[config.mk]
export PLATFORM = sky130hd
export DESIGN_NAME = morse_keyer
export DESIGN_NICKNAME = d
export VERILOG_FILES = /design/src/rtl/morse_pkg.sv /design/src/rtl/morse_rom.sv /design/src/rtl/morse_keyer.sv
export SDC_FILE = /design/constraint.sdc
export NUM_CORES = 1
export LEC_CHECK = 0
export CAP_MARGIN = 15
export CELL_PAD_IN_SITES_DETAIL_PLACEMENT = 1
export CELL_PAD_IN_SITES_GLOBAL_PLACEMENT = 1
export CORE_AREA = 4 4 86 88
export CTS_BUF_LIST = sky130_fd_sc_hd__clkbuf_16
export CTS_CLUSTER_SIZE = 28
export DETAILED_ROUTE_END_ITERATION = 8
export DIE_AREA = 0 0 90 92
export GPL_TIMING_DRIVEN = 0
export PLACE_DENSITY = 0.86
export SYNTH_ARGS = -nofsm -noshare
export SYNTH_HDL_FRONTEND = slang
export SYNTH_SLANG_ARGS = --single-unit
export TNS_END_PERCENT = 50
[constraint.sdc]
create_clock -name iCLK -period 3 [get_ports iCLK]
set_clock_uncertainty 0.2 [all_clocks]
set_input_delay 0.9 -clock iCLK [delete_from_list [all_inputs] [get_ports iCLK]]
set_output_delay 0.9 -clock iCLK [all_outputs]
set_load 0.1 [all_outputs]
[src/rtl/morse_pkg.sv]
`default_nettype none
// ============================================================================
//  Module      : morse_pkg
//  Description : Shared state encoding, Morse unit lengths, ASCII ranges and
//                the ROM code word layout for the Morse keyer.
//  Revision    : 1.0  initial release
// ============================================================================
package morse_pkg;

   // Keyer sequencing states
   typedef enum logic [2:0] {
      S_IDLE     = 3'd0,
      S_MARK     = 3'd1,
      S_ELEM_GAP = 3'd2,
      S_CHAR_GAP = 3'd3,
      S_WORD_GAP = 3'd4
   } state_t;

   // Durations in Morse time units
   localparam logic [2:0] DOT      = 3'd1;
   localparam logic [2:0] DASH     = 3'd3;
   localparam logic [2:0] ELEM_GAP = 3'd1;
   localparam logic [2:0] CHAR_GAP = 3'd3;
   localparam logic [2:0] WORD_GAP = 3'd4;

   // ASCII ranges of the supported character set
   localparam logic [7:0] ASCII_SPACE       = 8'h20;
   localparam logic [7:0] ASCII_DIGIT_0     = 8'h30;
   localparam logic [7:0] ASCII_DIGIT_9     = 8'h39;
   localparam logic [7:0] ASCII_UPPER_A     = 8'h41;
   localparam logic [7:0] ASCII_UPPER_Z     = 8'h5A;
   localparam logic [7:0] ASCII_LOWER_A     = 8'h61;
   localparam logic [7:0] ASCII_LOWER_Z     = 8'h7A;
   localparam logic [7:0] ASCII_CASE_OFFSET = 8'h20;

   // ROM word: pattern is left-aligned, bit 4 is the first element, 1 = dash
   typedef struct packed {
      logic       valid;
      logic [2:0] len;
      logic [4:0] pattern;
   } code_t;

endpackage
`default_nettype wire

[src/rtl/morse_rom.sv]
`default_nettype none
// ============================================================================
//  Module      : morse_rom
//  Description : Combinational ASCII to ITU Morse lookup. Lower case is folded
//                to upper case; space is valid with zero elements.
//  Revision    : 1.0  initial release
// ============================================================================
module morse_rom
   import morse_pkg::*;
(
   input  logic [7:0] i_char,
   output code_t      o_code
);

   logic [7:0] folded;

   // Fold a-z onto A-Z so one table serves both cases
   always_comb begin
      folded = i_char;
      if (i_char >= ASCII_LOWER_A && i_char <= ASCII_LOWER_Z)
         folded = i_char - ASCII_CASE_OFFSET;
   end

   // Range check for validity, table lookup for length and element pattern
   always_comb begin
      o_code.valid   = (folded >= ASCII_UPPER_A && folded <= ASCII_UPPER_Z) ||
                       (folded >= ASCII_DIGIT_0 && folded <= ASCII_DIGIT_9) ||
                       (folded == ASCII_SPACE);
      o_code.len     = 3'd0;
      o_code.pattern = 5'b00000;
      case (folded)
         8'h41: {o_code.len, o_code.pattern} = {3'd2, 5'b01000}; // A .-
         8'h42: {o_code.len, o_code.pattern} = {3'd4, 5'b10000}; // B -...
         8'h43: {o_code.len, o_code.pattern} = {3'd4, 5'b10100}; // C -.-.
         8'h44: {o_code.len, o_code.pattern} = {3'd3, 5'b10000}; // D -..
         8'h45: {o_code.len, o_code.pattern} = {3'd1, 5'b00000}; // E .
         8'h46: {o_code.len, o_code.pattern} = {3'd4, 5'b00100}; // F ..-.
         8'h47: {o_code.len, o_code.pattern} = {3'd3, 5'b11000}; // G --.
         8'h48: {o_code.len, o_code.pattern} = {3'd4, 5'b00000}; // H ....
         8'h49: {o_code.len, o_code.pattern} = {3'd2, 5'b00000}; // I ..
         8'h4A: {o_code.len, o_code.pattern} = {3'd4, 5'b01110}; // J .---
         8'h4B: {o_code.len, o_code.pattern} = {3'd3, 5'b10100}; // K -.-
         8'h4C: {o_code.len, o_code.pattern} = {3'd4, 5'b01000}; // L .-..
         8'h4D: {o_code.len, o_code.pattern} = {3'd2, 5'b11000}; // M --
         8'h4E: {o_code.len, o_code.pattern} = {3'd2, 5'b10000}; // N -.
         8'h4F: {o_code.len, o_code.pattern} = {3'd3, 5'b11100}; // O ---
         8'h50: {o_code.len, o_code.pattern} = {3'd4, 5'b01100}; // P .--.
         8'h51: {o_code.len, o_code.pattern} = {3'd4, 5'b11010}; // Q --.-
         8'h52: {o_code.len, o_code.pattern} = {3'd3, 5'b01000}; // R .-.
         8'h53: {o_code.len, o_code.pattern} = {3'd3, 5'b00000}; // S ...
         8'h54: {o_code.len, o_code.pattern} = {3'd1, 5'b10000}; // T -
         8'h55: {o_code.len, o_code.pattern} = {3'd3, 5'b00100}; // U ..-
         8'h56: {o_code.len, o_code.pattern} = {3'd4, 5'b00010}; // V ...-
         8'h57: {o_code.len, o_code.pattern} = {3'd3, 5'b01100}; // W .--
         8'h58: {o_code.len, o_code.pattern} = {3'd4, 5'b10010}; // X -..-
         8'h59: {o_code.len, o_code.pattern} = {3'd4, 5'b10110}; // Y -.--
         8'h5A: {o_code.len, o_code.pattern} = {3'd4, 5'b11000}; // Z --..
         8'h30: {o_code.len, o_code.pattern} = {3'd5, 5'b11111}; // 0 -----
         8'h31: {o_code.len, o_code.pattern} = {3'd5, 5'b01111}; // 1 .----
         8'h32: {o_code.len, o_code.pattern} = {3'd5, 5'b00111}; // 2 ..---
         8'h33: {o_code.len, o_code.pattern} = {3'd5, 5'b00011}; // 3 ...--
         8'h34: {o_code.len, o_code.pattern} = {3'd5, 5'b00001}; // 4 ....-
         8'h35: {o_code.len, o_code.pattern} = {3'd5, 5'b00000}; // 5 .....
         8'h36: {o_code.len, o_code.pattern} = {3'd5, 5'b10000}; // 6 -....
         8'h37: {o_code.len, o_code.pattern} = {3'd5, 5'b11000}; // 7 --...
         8'h38: {o_code.len, o_code.pattern} = {3'd5, 5'b11100}; // 8 ---..
         8'h39: {o_code.len, o_code.pattern} = {3'd5, 5'b11110}; // 9 ----.
         default: {o_code.len, o_code.pattern} = {3'd0, 5'b00000};
      endcase
   end

endmodule
`default_nettype wire

[src/rtl/morse_keyer.sv]
`default_nettype none
// ============================================================================
//  Module      : morse_keyer
//  Description : Accepts ASCII characters on a valid/ready handshake and keys
//                them out as ITU Morse with unit-accurate mark/gap timing.
//  Revision    : 1.0  initial release
// ============================================================================
module morse_keyer
   import morse_pkg::*;
#(
   parameter int UNIT_CYCLES = 6250000
) (
   input  logic       iCLK,
   input  logic       iRST_N,
   input  logic [7:0] iCHAR,
   input  logic       iVALID,
   output logic       oREADY,
   output logic       oKEY,
   output logic       oBUSY,
   output logic       oERR
);

   localparam int                UNIT_W    = $clog2(UNIT_CYCLES + 1);
   localparam logic [UNIT_W-1:0] UNIT_LAST = UNIT_W'(UNIT_CYCLES - 1);

   code_t             rom_code;
   state_t            state_q,    state_d;
   logic [UNIT_W-1:0] unit_cnt_q, unit_cnt_d;
   logic [2:0]        dur_cnt_q,  dur_cnt_d;
   logic [2:0]        len_q,      len_d;
   logic [4:0]        pat_q,      pat_d;
   logic              key_q,      key_d;
   logic              busy_q,     busy_d;
   logic              err_q,      err_d;
   logic              ready_q,    ready_d;
   logic              accept;
   logic              unit_done;
   logic              state_done;
   logic [2:0]        dur_last;

   morse_rom u_rom (
      .i_char (iCHAR),
      .o_code (rom_code)
   );

   // Last unit index of the current state; a mark's length follows the head element
   always_comb begin
      case (state_q)
         S_MARK:     dur_last = pat_q[4] ? (DASH - 3'd1) : (DOT - 3'd1);
         S_ELEM_GAP: dur_last = ELEM_GAP - 3'd1;
         S_CHAR_GAP: dur_last = CHAR_GAP - 3'd1;
         S_WORD_GAP: dur_last = WORD_GAP - 3'd1;
         default:    dur_last = 3'd0;
      endcase
   end

   assign accept     = (state_q == S_IDLE) && ready_q && iVALID;
   assign unit_done  = (unit_cnt_q == UNIT_LAST);
   assign state_done = unit_done && (dur_cnt_q == dur_last);

   // Next-state, element sequencing and timing counters; outputs follow state_d
   always_comb begin
      state_d = state_q;
      len_d   = len_q;
      pat_d   = pat_q;
      err_d   = 1'b0;

      // Counters restart on every state entry and stay at zero in IDLE
      if (state_q == S_IDLE || state_done) begin
         unit_cnt_d = '0;
         dur_cnt_d  = 3'd0;
      end else if (unit_done) begin
         unit_cnt_d = '0;
         dur_cnt_d  = dur_cnt_q + 3'd1;
      end else begin
         unit_cnt_d = unit_cnt_q + UNIT_W'(1);
         dur_cnt_d  = dur_cnt_q;
      end

      case (state_q)
         S_IDLE: begin
            if (accept) begin
               if (!rom_code.valid) begin
                  err_d = 1'b1;
               end else if (rom_code.len == 3'd0) begin
                  state_d = S_WORD_GAP;
               end else begin
                  state_d = S_MARK;
                  len_d   = rom_code.len;
                  pat_d   = rom_code.pattern;
               end
            end
         end
         S_MARK: begin
            if (state_done) begin
               len_d   = len_q - 3'd1;
               pat_d   = {pat_q[3:0], 1'b0};
               state_d = (len_q == 3'd1) ? S_CHAR_GAP : S_ELEM_GAP;
            end
         end
         S_ELEM_GAP: if (state_done) state_d = S_MARK;
         S_CHAR_GAP: if (state_done) state_d = S_IDLE;
         S_WORD_GAP: if (state_done) state_d = S_IDLE;
         default:    state_d = S_IDLE;
      endcase

      key_d   = (state_d == S_MARK);
      busy_d  = (state_d != S_IDLE);
      // Ready drops for the cycle after any accept, including a rejected one
      ready_d = (state_d == S_IDLE) && !accept;
   end

   // State and registered outputs; reset clears everything immediately
   always_ff @(posedge iCLK or negedge iRST_N) begin
      if (!iRST_N) begin
         state_q    <= S_IDLE;
         unit_cnt_q <= '0;
         dur_cnt_q  <= 3'd0;
         len_q      <= 3'd0;
         pat_q      <= 5'b00000;
         key_q      <= 1'b0;
         busy_q     <= 1'b0;
         err_q      <= 1'b0;
         ready_q    <= 1'b0;
      end else begin
         state_q    <= state_d;
         unit_cnt_q <= unit_cnt_d;
         dur_cnt_q  <= dur_cnt_d;
         len_q      <= len_d;
         pat_q      <= pat_d;
         key_q      <= key_d;
         busy_q     <= busy_d;
         err_q      <= err_d;
         ready_q    <= ready_d;
      end
   end

   assign oREADY = ready_q;
   assign oKEY   = key_q;
   assign oBUSY  = busy_q;
   assign oERR   = err_q;

endmodule
`default_nettype wire

## Word-level counts from Yosys, hierarchy flattened

Memory sizes are Yosys's and may differ from the RTL's.
Cells that the tools add are included.
W data, S select, Z words.

- Equal/unequal tests: 13
- Mux-type cells: 29
- $add $sub $neg: 4
- Reduce and logical (&&, ||, !) cells: 19
- $lt $le $gt $ge: 6

Operators by type and width:

| operator | count |
|---|---|
| $mux W23 | 2 |
| $mux W3 | 12 |
| $add A23 B1 Y23 const B | 1 |
| $eq A23 B23 Y1 const B | 1 |
| $mux W5 | 4 |
| $ge A8 B7 Y1 const B | 2 |
| $le A8 B7 Y1 const B | 2 |
| $mux W8 | 2 |
| $pmux W3 S4 | 1 |
| $pmux W5 S2 | 1 |
| $eq A3 B1 Y1 const B | 3 |
| $logic_not A3 Y1 | 3 |
| $eq A8 B6 Y1 const B | 1 |
| $ge A8 B6 Y1 const B | 1 |
| $le A8 B6 Y1 const B | 1 |
| $ne A2 B2 Y1 const B | 4 |
| $sub A8 B6 Y8 const B | 1 |
| $logic_and A1 B1 Y1 | 7 |
| $eq A3 B2 Y1 const B | 2 |
| $pmux W2 S3 | 1 |
| $pmux W3 S2 | 1 |
| $reduce_and A5 Y1 | 1 |
| $mux W1 | 4 |
| $reduce_bool A2 Y1 | 2 |
| other kinds (9) | 11 |

- Register bits: 41
- Bits of input ports: 11
- Bits in read-only memories: 1024
- Memories: 1

Memories:

| name | depth | width | rd ports | clocked after Yosys merged registers in | wr ports | line | text |
|---|---|---|---|---|---|---|---|
| (no name shown) | 128 | 8 | 1 | 0 | 0 | morse_rom.sv:31 | `case (folded)` |

## Depth between registers and ports, before layout

Gate-level depths: netlist of run 1.

- Depth after elaboration: 12
- Gate-level depth with buffers: 10
- Depth with buffers taken out: 9

## Modules after synthesis

From an unflattened synthesis of run 1, not the netlist that was laid out.

- Cell total of the unflattened synthesis: 326
- Area total of the unflattened synthesis: 2831.5 µm²

By module, submodules not included:

| module | times used | cells each | seq. area each (µm²) | area an instance (µm²) |
|---|---|---|---|---|
| morse_keyer | 1 | 215 | 1026.0 | 2105.8 |
| morse_rom | 1 | 111 | 0.0 | 725.7 |

## Worst setup path after synthesis of run 1

Ideal clock, no wire load.

- Path type: in2reg
- Start point: in iCHAR[5]
- End point: reg len_q[1]
- Required time: 2672 ps
- Setup slack: -624 ps
- Stages: 10
- Arrival: 3297 ps
- Path buffers: 1
- Cells stage by stage: clkbuf_1 > inv_1 > ha_1 > nor2_1 > o21ai_0 > a2111oi_0 > nand2_1 > a311oi_2 > o21ai_2 > mux2_1

- Word-level cells in the longest chain between the ends: 9

Ends and longest elaborated chain:

| element | line | text |
|---|---|---|
| from (decl) | morse_keyer.sv:15 | `input logic [7:0] iCHAR,` |
| $ge A8 B7 Y1 or $le A8 B7 Y1 (tied branches) | morse_rom.sv:20 | `if (i_char >= ASCII_LOWER_A && i_char <= ASCII_LOWER_Z)` |
| $logic_and A1 B1 Y1 | morse_rom.sv:20 |  |
| $mux W8 * | morse_rom.sv:20 |  |
| $mem_v2 Z128 W8 (tied with other cells) | - |  |
| $mux W8 (tied with other cells) | morse_rom.sv:31 |  |
| $mux W3 or $logic_or A1 B1 Y1 (tied branches) | morse_keyer.sv:85, morse_rom.sv:26 |  |
| $mux W3 or $logic_or A1 B1 Y1 (tied branches) | morse_keyer.sv:83, morse_rom.sv:27 |  |
| $mux W3 or $ne A2 B2 Y1 (tied branches) | - |  |
| $pmux W3 S2 or $reduce_and A5 Y1 (tied branches) | - |  |
| to (signal assigned) | morse_keyer.sv:129 | `len_q <= len_d;` |
| to (decl) | morse_keyer.sv:30 | `logic [2:0] len_q, len_d;` |

Every way passes the cells marked *; elsewhere a longest branch is shown, timed or not. The select of a mux whose other input is x is not followed.
A chain may end at the register's enable or synchronous reset.

## Final worst setup path of run 1

- Start point: in iCHAR[1]
- End point: reg pat_q[2]

- Word-level cells in the longest chain between the ends: 9

Ends and longest elaborated chain:

| element | line | text |
|---|---|---|
| $ge A8 B7 Y1 or $le A8 B7 Y1 (tied branches) | morse_rom.sv:20 |  |
| $logic_and A1 B1 Y1 | morse_rom.sv:20 |  |
| $mux W8 * | morse_rom.sv:20 |  |
| $mem_v2 Z128 W8 (tied with other cells) | - |  |
| $mux W8 (tied with other cells) | morse_rom.sv:31 |  |
| $mux W5 or $logic_or A1 B1 Y1 (tied branches) | morse_keyer.sv:85, morse_rom.sv:26 |  |
| $mux W5 or $logic_or A1 B1 Y1 (tied branches) | morse_keyer.sv:83, morse_rom.sv:27 |  |
| $mux W5 or $ne A2 B2 Y1 (tied branches) | - |  |
| $pmux W5 S2 or $reduce_and A5 Y1 (tied branches) | - |  |
| to (signal assigned) | morse_keyer.sv:130 | `pat_q <= pat_d;` |
| to (decl) | morse_keyer.sv:31 | `logic [4:0] pat_q, pat_d;` |

Marked as above.

==> results of run 1 <==
==> per-stage QoR <==
| step | total power, uW | area, um2 | hold WS [ns] | cells | TNS (ns) |
|---|---|---|---|---|---|
| 2_1_floorplan | 1100 | 3010 | 0.225 | 340 | -1.51 |
| 3_3_place_gp | 1260 | 3240 | 0.245 | 433 | -23.21 |
| 3_5_place_dp | 1290 | 3260 | 0.250 | 434 | -16.29 |
| 4_1_cts | 1910 | 3550 | 0.258 | 447 | -4.82 |
| 5_1_grt | 2080 | 3850 | 0.273 | 457 | -2.75 |
| 6_report | 1980 | 3850 | 0.255 | 457 | -2.20 |
==> path summary, 6_finish.rpt <==
kind / start / end / slack [ns] / cells past startpoint
min: unit_cnt_q[0] / unit_cnt_q[0] / 0.25 / 1
max: iCHAR[1] / pat_q[2] / -0.29 / 11
max reg2reg: unit_cnt_q[5] / pat_q[2] / -0.06 / 7
min in group asynchronous: iRST_N / oKEY / 0.26 / 1
max in group asynchronous: iRST_N / pat_q[2] / 1.89 / 2
min reg2reg: unit_cnt_q[0] / unit_cnt_q[0] / 0.25 / 1
==> cell type report <==
type	count	area, um2
fillers	751	2790
multi-input cells	269	2090
flip-flops and latches	41	1030
repair buffers	30	298
clock buffers	5	125
well taps	80	100
plain buffers	15	97.6
inverters	15	76.3
clock inverters	2	35.0
==> power groups by stage <==
stage,registers [uW],logic (uW),clock network (uW)
6_report,642,751,590
5_1_grt,648,804,623
4_1_cts,642,671,596
3_5_place_dp,651,637,0
3_3_place_gp,645,611,0
2_1_floorplan,774,328,0
==> worst reg2reg max path: stages (launching register included) <==
cell and delay [ns]:
dfrtp_1 0.44, or4_1 0.54, nor3_2 0.23, nand4_4 0.22
nor4_1 0.72, o21ai_4 0.13, buf_12 0.17, mux2_4 0.29
==> flip-flops by register name (all words and copies together) (netlist names) <==
register	count
unit_cnt_q	23
oKEY	1
state_q	3
oBUSY	1
oREADY	1
pat_q	5
dur_cnt_q	3
oERR	1
len_q	3
==> layer usage <==
metal  GRT usage  vias to the layer above  part of all wire
met3      0.0263                       30             0.024
met5           0                        -                 0
met1       0.246                     1412              0.41
met2       0.386                       66              0.53
met4      0.0434                        0             0.039
li1            -                     1293                 -
==> cells by family (layout without fill, tap and decap cells) <==
| family | after synthesis | after routing | share of synthesized area |
|---|---|---|---|
| buffers and inverters | 30 | 67 | 0.0424 |
| xor gates and xnor gates | 25 | 25 | 0.0743 |
| adders and majority gates | 13 | 13 | 0.0552 |
| DFF | 41 | 41 | 0.348 |
| and+or+nand+nor | 144 | 144 | 0.263 |
| muxes | 11 | 11 | 0.0403 |
| AOI/OAI and AO/OA | 76 | 76 | 0.177 |
==> cell usage in the layout, fill, tap and decap left out, types with 5 or more instances in the layout <==
master           netlist  routed
dfrtp_1               41      41
nor2_1                38      36
nand2_1               25      23
nand3_1               16      16
xor2_1                16      16
buf_4                  2      16
a21oi_1               17      14
o21ai_0               15      12
inv_1                 15      11
ha_1                  13      10
nor3_1                12       9
xnor2_1                9       9
clkbuf_1               8       6
and3_1                 6       6
nor3b_1                6       6
mux2_4                 0       6
nand2b_1               6       5
a211oi_1               6       5
clkbuf_16              0       5
clkdlybuf4s50_1        0       5
==> repair_timing <==
| item | CTS | global route |
|---|---|---|
| pin swaps | 6 | 15 |
| endpoints found under the setup margin | 13 | 14 |
| resized for setup | 30 | 66 |
| hold buffers | 0 | 0 |
| buffers inserted | 6 | 10 |
==> impl_metrics.toml, run 1 <==
[cells_and_area]
n_antenna_cell = 0
final_util = 0.580
drive_above_1_share = 0.252
area_growth_pct = 30.6
nets = 401

[critical_path]
cp.buffers_inverters = 3
crit_family = "simple AND/OR/NAND/NOR gates"
crit_top_cell = "buf_12"
cp_slowest_cell = "or4b_4"
crit_arrival_ns = 3.25
start_kind = "input port"
crit_path_cell_trace = "buf_12 -> inv_12 -> ha_4 -> or4b_4 -> nand2_4 -> o21ai_2 -> mux2i_2 -> a311oi_4 -> o21ai_4 -> buf_12 -> mux2_4"
cp-end-kind = "flip-flop"
crit_type = "in -> reg"
slowest_delay_ns = 0.63
crit_fanout = 7
cp.required_ns = 2.96

[drt]
drc = 0
avgViaCountPerCell = 6.13
drtIter0Drc = 101
num_vias = 2801
drt_wl_total_um = 9480
dr.pass1.iters = 4
wl_per_cell_um = 20.7
postRouteAntennaNets = 0

[global_route]
grt_first_pass_wirelength_um = 14000
grt_use_total = 0.204
overflow = 0
grt_max_degree = 35
antenna_found_initial = 0
grt_pass1_vias = 2819

[power]
ir_worst_vdd_v = 0.000268
swShare = 0.375
switching_power_uw = 744
combPwrFrac = 0.379
p_clk_frac = 0.298
sequentialPowerShare = 0.324
p_leak_uw = 0.00163
p_int_uw = 1240
p_per_area_mw_per_mm2 = 515

[placed_design]
gp_congestion = 0.835
pre_cts_ws_ns = -1.53
io_buffers = 13
hpwl_um = 5750

[yosys]
dominantRegCellSynth = "dfrtp_1"
avgSynthCellArea_um2 = 8.67
ys_warn_count = 0
syn-cell-area_mm2 = 0.00295
synth.area.top_cells = "dfrtp_1 35%, ha_1 5.5%, nor2_1 4.8%, xor2_1 4.8%, nand2_1 3.2%"
synth_seq_cells = 41
synthTopCellsByCount = "41 x dfrtp_1, 38 x nor2_1, 25 x nand2_1"
syn-instance-count = 340
yosysTopAreaCell = "dfrtp_1"
synth-seq-area-share = 0.348
syn_nets = 364
ys_async_sr_fraction = 1.00
synth_cell_types = 62
synth_edf_count = 0
yosysMostFrequentCell = "dfrtp_1"
yosys.area.top_type_share = 0.348

[sta]
slew_headroom = 0.341
rsz0062_at_grt = "true"
worst_slew_pin_slew_ns = 0.986
post-route-min-period_ns = 3.29
setup_violations = 9
hold_viol_final = 0
max_freq_ghz = 0.304
setup_ws_ns = -0.285
min_period_over_period = 1.10
finalMaxSlewViolations = 0

[floorplanning]
num_rows = 30
die_x_um = 90
initial_core_util = 0.444
ios = 15
die_h_um = 92
coreArea_mm2 = 0.00664
dieArea_mm2 = 0.00828

[clocking]
clk_pin_slew_ns = 0.06
clk_latency_ns = 0.28
htree_levels = 2
clkSinkCount = 41
cts_tree = "built"
cts_root_buf = "clkbuf_16"
cts_made_buffers = 5
clockBufferDepth = 2

[min_path]
worstHoldPathType = "reg -> reg"

[status]
status = "complete, but fails checks"
violations = "setup timing"

[flow_run]
drv_cap = 0
Note: power is estimated with default switching activity, not from simulation.
==> inputs of run 2 (changes only) <==
--- a/config.mk
+++ b/config.mk
@@ -15,6 +15,7 @@
 export DIE_AREA = 0 0 90 92
 export GPL_TIMING_DRIVEN = 0
 export PLACE_DENSITY = 0.86
+export RECOVER_POWER = 25
 export SYNTH_ARGS = -nofsm -noshare
 export SYNTH_HDL_FRONTEND = slang
 export SYNTH_SLANG_ARGS = --single-unit
==> impl_metrics.toml, run 2 (synthesis gave the netlist of run 1 again) <==
[status]
status = "complete, but fails checks"
violations = "capacitance limit, setup timing"

[sta]
hold_viol_final = 0
finalMaxSlewViolations = 0
setup_ws_ns = -0.288
rsz0062_at_grt = "true"
min_period_over_period = 1.10
setup_violations = 9
slew_headroom = 0.00705
hold_ws_ns = 0.256
worst_slew_pin_slew_ns = 1.49
setup_tns_ns = -2.23
max_freq_ghz = 0.304
post-route-min-period_ns = 3.29

[placed_design]
hpwl_um = 5750
io_buffers = 13
gp_congestion = 0.835

[drt]
dr_wl_met2_um = 5030
wl_per_cell_um = 20.7
drc = 0
postRouteAntennaNets = 0
num_vias = 2811
met1_length_um = 3820
dr.pass1.iters = 4
avgViaCountPerCell = 6.15
drt_wl_total_um = 9470
wl_met3_um = 238
drtIter0Drc = 112
highest_layer = "met4"

[min_path]
hold_end = "unit_cnt_q[0]"
holdPathStages = 1
hp-start = "unit_cnt_q[0]"
worstHoldPathType = "reg -> reg"

[power]
combPwrFrac = 0.378
p_leak_uw = 0.00163
ir_worst_vdd_v = 0.000267
switching_power_uw = 743
p_per_area_mw_per_mm2 = 515
p_clk_frac = 0.298
swShare = 0.375
p_int_uw = 1240
sequentialPowerShare = 0.324

[critical_path]
crit_type = "in -> reg"
crit_top_cell = "buf_12"
crit_fanout = 7
crit_family = "simple AND/OR/NAND/NOR gates"
r2r_setup_slack_ns = -0.06
cp-end-kind = "flip-flop"
crit_path_cell_trace = "buf_12 -> inv_12 -> ha_4 -> or4b_4 -> nand2_4 -> o21ai_2 -> mux2i_2 -> a311oi_4 -> o21ai_4 -> buf_12 -> mux2_4"
slowest_delay_ns = 0.63
crit_arrival_ns = 3.25
cp_slowest_cell = "or4b_4"
rr_startpoint = "unit_cnt_q[5]"
cp.buffers_inverters = 3
reg2reg_to = "len_q[1]"
start_kind = "input port"
cp.required_ns = 2.96
r2r_cells = 7

[flow_run]
drv_cap = 1

[floorplanning]
initial_core_util = 0.444
die_x_um = 90
die_h_um = 92
ios = 15
num_rows = 30
dieArea_mm2 = 0.00828
coreArea_mm2 = 0.00664

[clocking]
cts_made_buffers = 5
clockBufferDepth = 2
clk_pin_slew_ns = 0.06
cts_tree = "built"
cts_root_buf = "clkbuf_16"
clkSinkCount = 41
htree_levels = 2
clk_latency_ns = 0.28

[cells_and_area]
final_cell_mix = "41 x dfrtp_1, 36 x nor2_1, 23 x nand2_1"
multi_input_area_mm2 = 0.00209
register_area_mm2 = 0.00103
drive_above_1_share = 0.247
nets = 401
reg.largest.list = "unit_cnt_q: 23 flops, pat_q: 5 flops"
final_common_cell = "dfrtp_1"
largest_reg_flops = 23
num-fill-cells = 754
area_growth_pct = 30.3
top_register = "unit_cnt_q"
n_antenna_cell = 0

[global_route]
grt_max_degree = 35
grt_first_pass_wirelength_um = 14000
grt_use_total = 0.204
grt_pass1_vias = 2819
overflow = 0
antenna_found_initial = 0
-- run 2: worst max-delay path by stage --
stage               cells after the start     start  slack [ns]        to
floorplan                               9  iCHAR[1]       -0.24  len_q[1]
global placement                       10  iCHAR[1]       -1.47  pat_q[2]
detailed placement                     10  iCHAR[1]       -1.53  len_q[1]
CTS                                    10  iCHAR[0]       -0.53  pat_q[3]
global route                           11  iCHAR[1]       -0.35  pat_q[2]
finish                                 11  iCHAR[1]       -0.29  len_q[1]
-- run 2: area by class of cell --
cell class                      instances  area share
Buffer                                 15      0.0254
Clock buffer                            5      0.0326
Clock inverter                          2     0.00912
Inverter                               15      0.0199
Multi-Input combinational cell        269       0.545
Sequential cell                        41       0.267
Tap cell                               80      0.0261
Timing Repair Buffer                   30      0.0752
-- run 2: worst register-to-register path, cell delays in order, from the launching register on --
cell and delay [ns]:
dfrtp_1 0.44, or4_1 0.54, nor3_2 0.23, nand4_4 0.22, nor4_1 0.72, o21ai_4 0.13
buf_12 0.17, mux2_4 0.29
-- run 2: power groups by stage --
stage               registers, uW  logic [uW]  clock network (uW)
floorplan                     774         328                   0
global placement              645         611                   0
detailed placement            651         637                   0
CTS                           642         671                 596
global route                  648         802                 623
finish                        642         748                 590
-- run 2: timing repair --
item	CTS	global route
gates cloned	0	0
buffers inserted	6	10
endpoints found under the setup margin	13	14
gates resized for setup	30	66
pin swaps	6	15
hold buffers	0	0
-- run 2: metal layers --
| layer | global-route usage | vias to the layer above |
|---|---|---|
| li1 | - | 1290 |
| met1 | 0.246 | 1423 |
| met2 | 0.386 | 66 |
| met3 | 0.0263 | 32 |
| met4 | 0.0434 | 0 |
| met5 | 0 | - |
-- run 2: stage by stage --
| step | instances | cell area [um2] | util | total power (uW) | setup WS (ns) |
|---|---|---|---|---|---|
| 2_1_floorplan | 340 | 3010 | - | 1100 | -0.242 |
| 3_3_place_gp | 433 | 3240 | 0.488 | 1260 | -1.47 |
| 3_5_place_dp | 434 | 3260 | 0.491 | 1290 | -1.53 |
| 4_1_cts | 447 | 3550 | 0.535 | 1910 | -0.528 |
| 5_1_grt | 457 | 3840 | 0.578 | 2070 | -0.345 |
| 6_report | 457 | 3840 | 0.578 | 1980 | -0.288 |
==> inputs of run 3 (changes only) <==
--- a/config.mk
+++ b/config.mk
@@ -5,16 +5,17 @@
 export SDC_FILE = /design/constraint.sdc
 export NUM_CORES = 1
 export LEC_CHECK = 0
+export ABC_CLOCK_PERIOD_IN_PS = 3800
 export CAP_MARGIN = 15
 export CELL_PAD_IN_SITES_DETAIL_PLACEMENT = 1
 export CELL_PAD_IN_SITES_GLOBAL_PLACEMENT = 1
-export CORE_AREA = 4 4 86 88
+export CORE_AREA = 4 4 64 109
 export CTS_BUF_LIST = sky130_fd_sc_hd__clkbuf_16
 export CTS_CLUSTER_SIZE = 28
 export DETAILED_ROUTE_END_ITERATION = 8
-export DIE_AREA = 0 0 90 92
+export DIE_AREA = 0 0 68 113
 export GPL_TIMING_DRIVEN = 0
-export PLACE_DENSITY = 0.86
+export PLACE_DENSITY = 0.92
 export RECOVER_POWER = 25
 export SYNTH_ARGS = -nofsm -noshare
 export SYNTH_HDL_FRONTEND = slang
==> constraint.sdc (replaced) <==
create_clock -name iCLK -period 3.8 [get_ports iCLK]
set_clock_uncertainty 0.2 [all_clocks]
set_input_delay 1.14 -clock iCLK [delete_from_list [all_inputs] [get_ports iCLK]]
set_output_delay 1.14 -clock iCLK [all_outputs]
set_load 0.1 [all_outputs]
==> impl_metrics.toml, run 3 (synthesis gave the netlist of run 1 again) <==
[floorplanning]
die_h_um = 113
num_rows = 38
ios = 15
die_x_um = 68
initial_core_util = 0.477
dieArea_mm2 = 0.00768
coreArea_mm2 = 0.00618

[critical_path]
crit_fanout = 5
start_kind = "input port"
cp.required_ns = 3.70
cp-startpoint = "iCHAR[3]"
crit_arrival_ns = 3.69
crit_type = "in -> reg"
rr_startpoint = "state_q[0]"
cp-end-kind = "flip-flop"

[cells_and_area]
num-fill-cells = 716
top_register = "unit_cnt_q"
multi_input_area_mm2 = 0.00194
area_growth_pct = 20.3
largest_reg_flops = 23
nets = 388
n_antenna_cell = 0
reg.largest.list = "unit_cnt_q: 23 flops, pat_q: 5 flops"
final_common_cell = "dfrtp_1"
final_cell_area_mm2 = 0.00355
register_area_mm2 = 0.00103
drive_above_1_share = 0.164
final_cell_mix = "41 x dfrtp_1, 36 x nor2_1, 24 x nand2_1"

[clocking]
htree_levels = 2
ctsHoldBuffers = 0
clk_pin_slew_ns = 0.06
clkSinkCount = 41
cts_tree = "built"
clk_latency_ns = 0.28
cts_root_buf = "clkbuf_16"
clockBufferDepth = 2
cts_made_buffers = 5

[sta]
finalMaxSlewViolations = 42
max_freq_ghz = 0.264
worst_slew_pin_slew_ns = 2.20
hold_viol_final = 0
setup_violations = 0
post-route-min-period_ns = 3.79
min_period_over_period = 0.997
setup_ws_ns = 0.0112
slew_headroom = -0.470

[placed_design]
dpl_cell_area_mm2 = 0.00318
pre_cts_ws_ns = -1.13
gp_congestion = 0.905
io_buffers = 13
hpwl_um = 6190

[min_path]
hp-start = "unit_cnt_q[0]"
worstHoldPathType = "reg -> reg"

[drt]
wl_per_cell_um = 19.9
avgViaCountPerCell = 6.10
drtIter0Drc = 96
num_vias = 2714
drc = 0
postRouteAntennaNets = 0
drt_wl_total_um = 8870
dr.pass1.iters = 4

[status]
violations = "capacitance limit, slew limit"
status = "complete, but fails checks"

[global_route]
use_met1 = 0.227
antenna_found_initial = 0
grt_max_degree = 42
grt_util_met3 = 0.0278
grt_pass1_vias = 3088
globalRouteMet2Util = 0.485
grt_first_pass_wirelength_um = 14700
busiest_layer = "met2"
overflow = 0
grt_use_total = 0.248

[power]
p_per_area_mw_per_mm2 = 449
ir_worst_vdd_v = 0.000193
p_leak_uw = 0.00151
total_power_uw = 1590

[flow_run]
drv_cap = 1
run 3: routing by layer:
layer,vias up,part of all wire
li1,1264,-
met1,1349,0.33
met2,62,0.60
met3,39,0.021
met4,0,0.049
met5,-,0
run 3: final cells by class:
cell class / instances / share of cell area
plain buffers: 15 / 0.0240
clock inverters: 3 / 0.0183
clock buffers: 5 / 0.0353
inverters: 15 / 0.0159
multi-input cells: 269 / 0.547
flip-flops and latches: 41 / 0.289
repair buffers: 17 / 0.0423
well taps: 80 / 0.0282
run 3: worst paths after layout:
| path | endpoint | slack [ns] | depth (start not counted) |
|---|---|---|---|
| worst max-delay path | len_q[2] | 0.01 | 9 |
| worst min-delay path | unit_cnt_q[0] | 0.28 | 1 |
| worst max register to register | len_q[2] | 0.68 | 9 |
| worst min register to register | unit_cnt_q[0] | 0.28 | 1 |
| max in group asynchronous | pat_q[4] | 0.84 | 1 |
| min in group asynchronous | unit_cnt_q[18] | 1.31 | 1 |
run 3: timing repair:
action	4_1_cts	5_1_grt
hold endpoints to repair	0	0
setup endpoints to repair	12	9
resized for setup	32	21
pin swaps	7	6
buffers inserted	4	0
run 3: stage by stage:
step                      cells  hold slack [ns]  utilization  TNS, ns
after floorplan             340            0.225            -        0
after global placement      433            0.250        0.515    -9.73
after detailed placement    433            0.286        0.514   -10.49
after CTS                   445            0.286        0.563        0
after global routing        445            0.301        0.574   -0.280
final                       445            0.278        0.574        0
run 3: power breakdown:
group	internal [uW]	leakage [uW]	total (uW)	switching, uW
Combinational	164	0.000853	538	374
Sequential	481	0.000560	506	25.5
Clock	375	0.0000938	547	172
Total	1020	0.00151	1590	572
run 3: critical path, cell delays in order:
cell and delay, ns:
clkdlybuf4s50_1 0.46, or4b_4 0.60, nand2_1 0.24, o21ai_4 0.12
mux2i_2 0.20, a311oi_4 0.39, buf_4 0.20, mux2i_1 0.24
a41oi_1 0.09
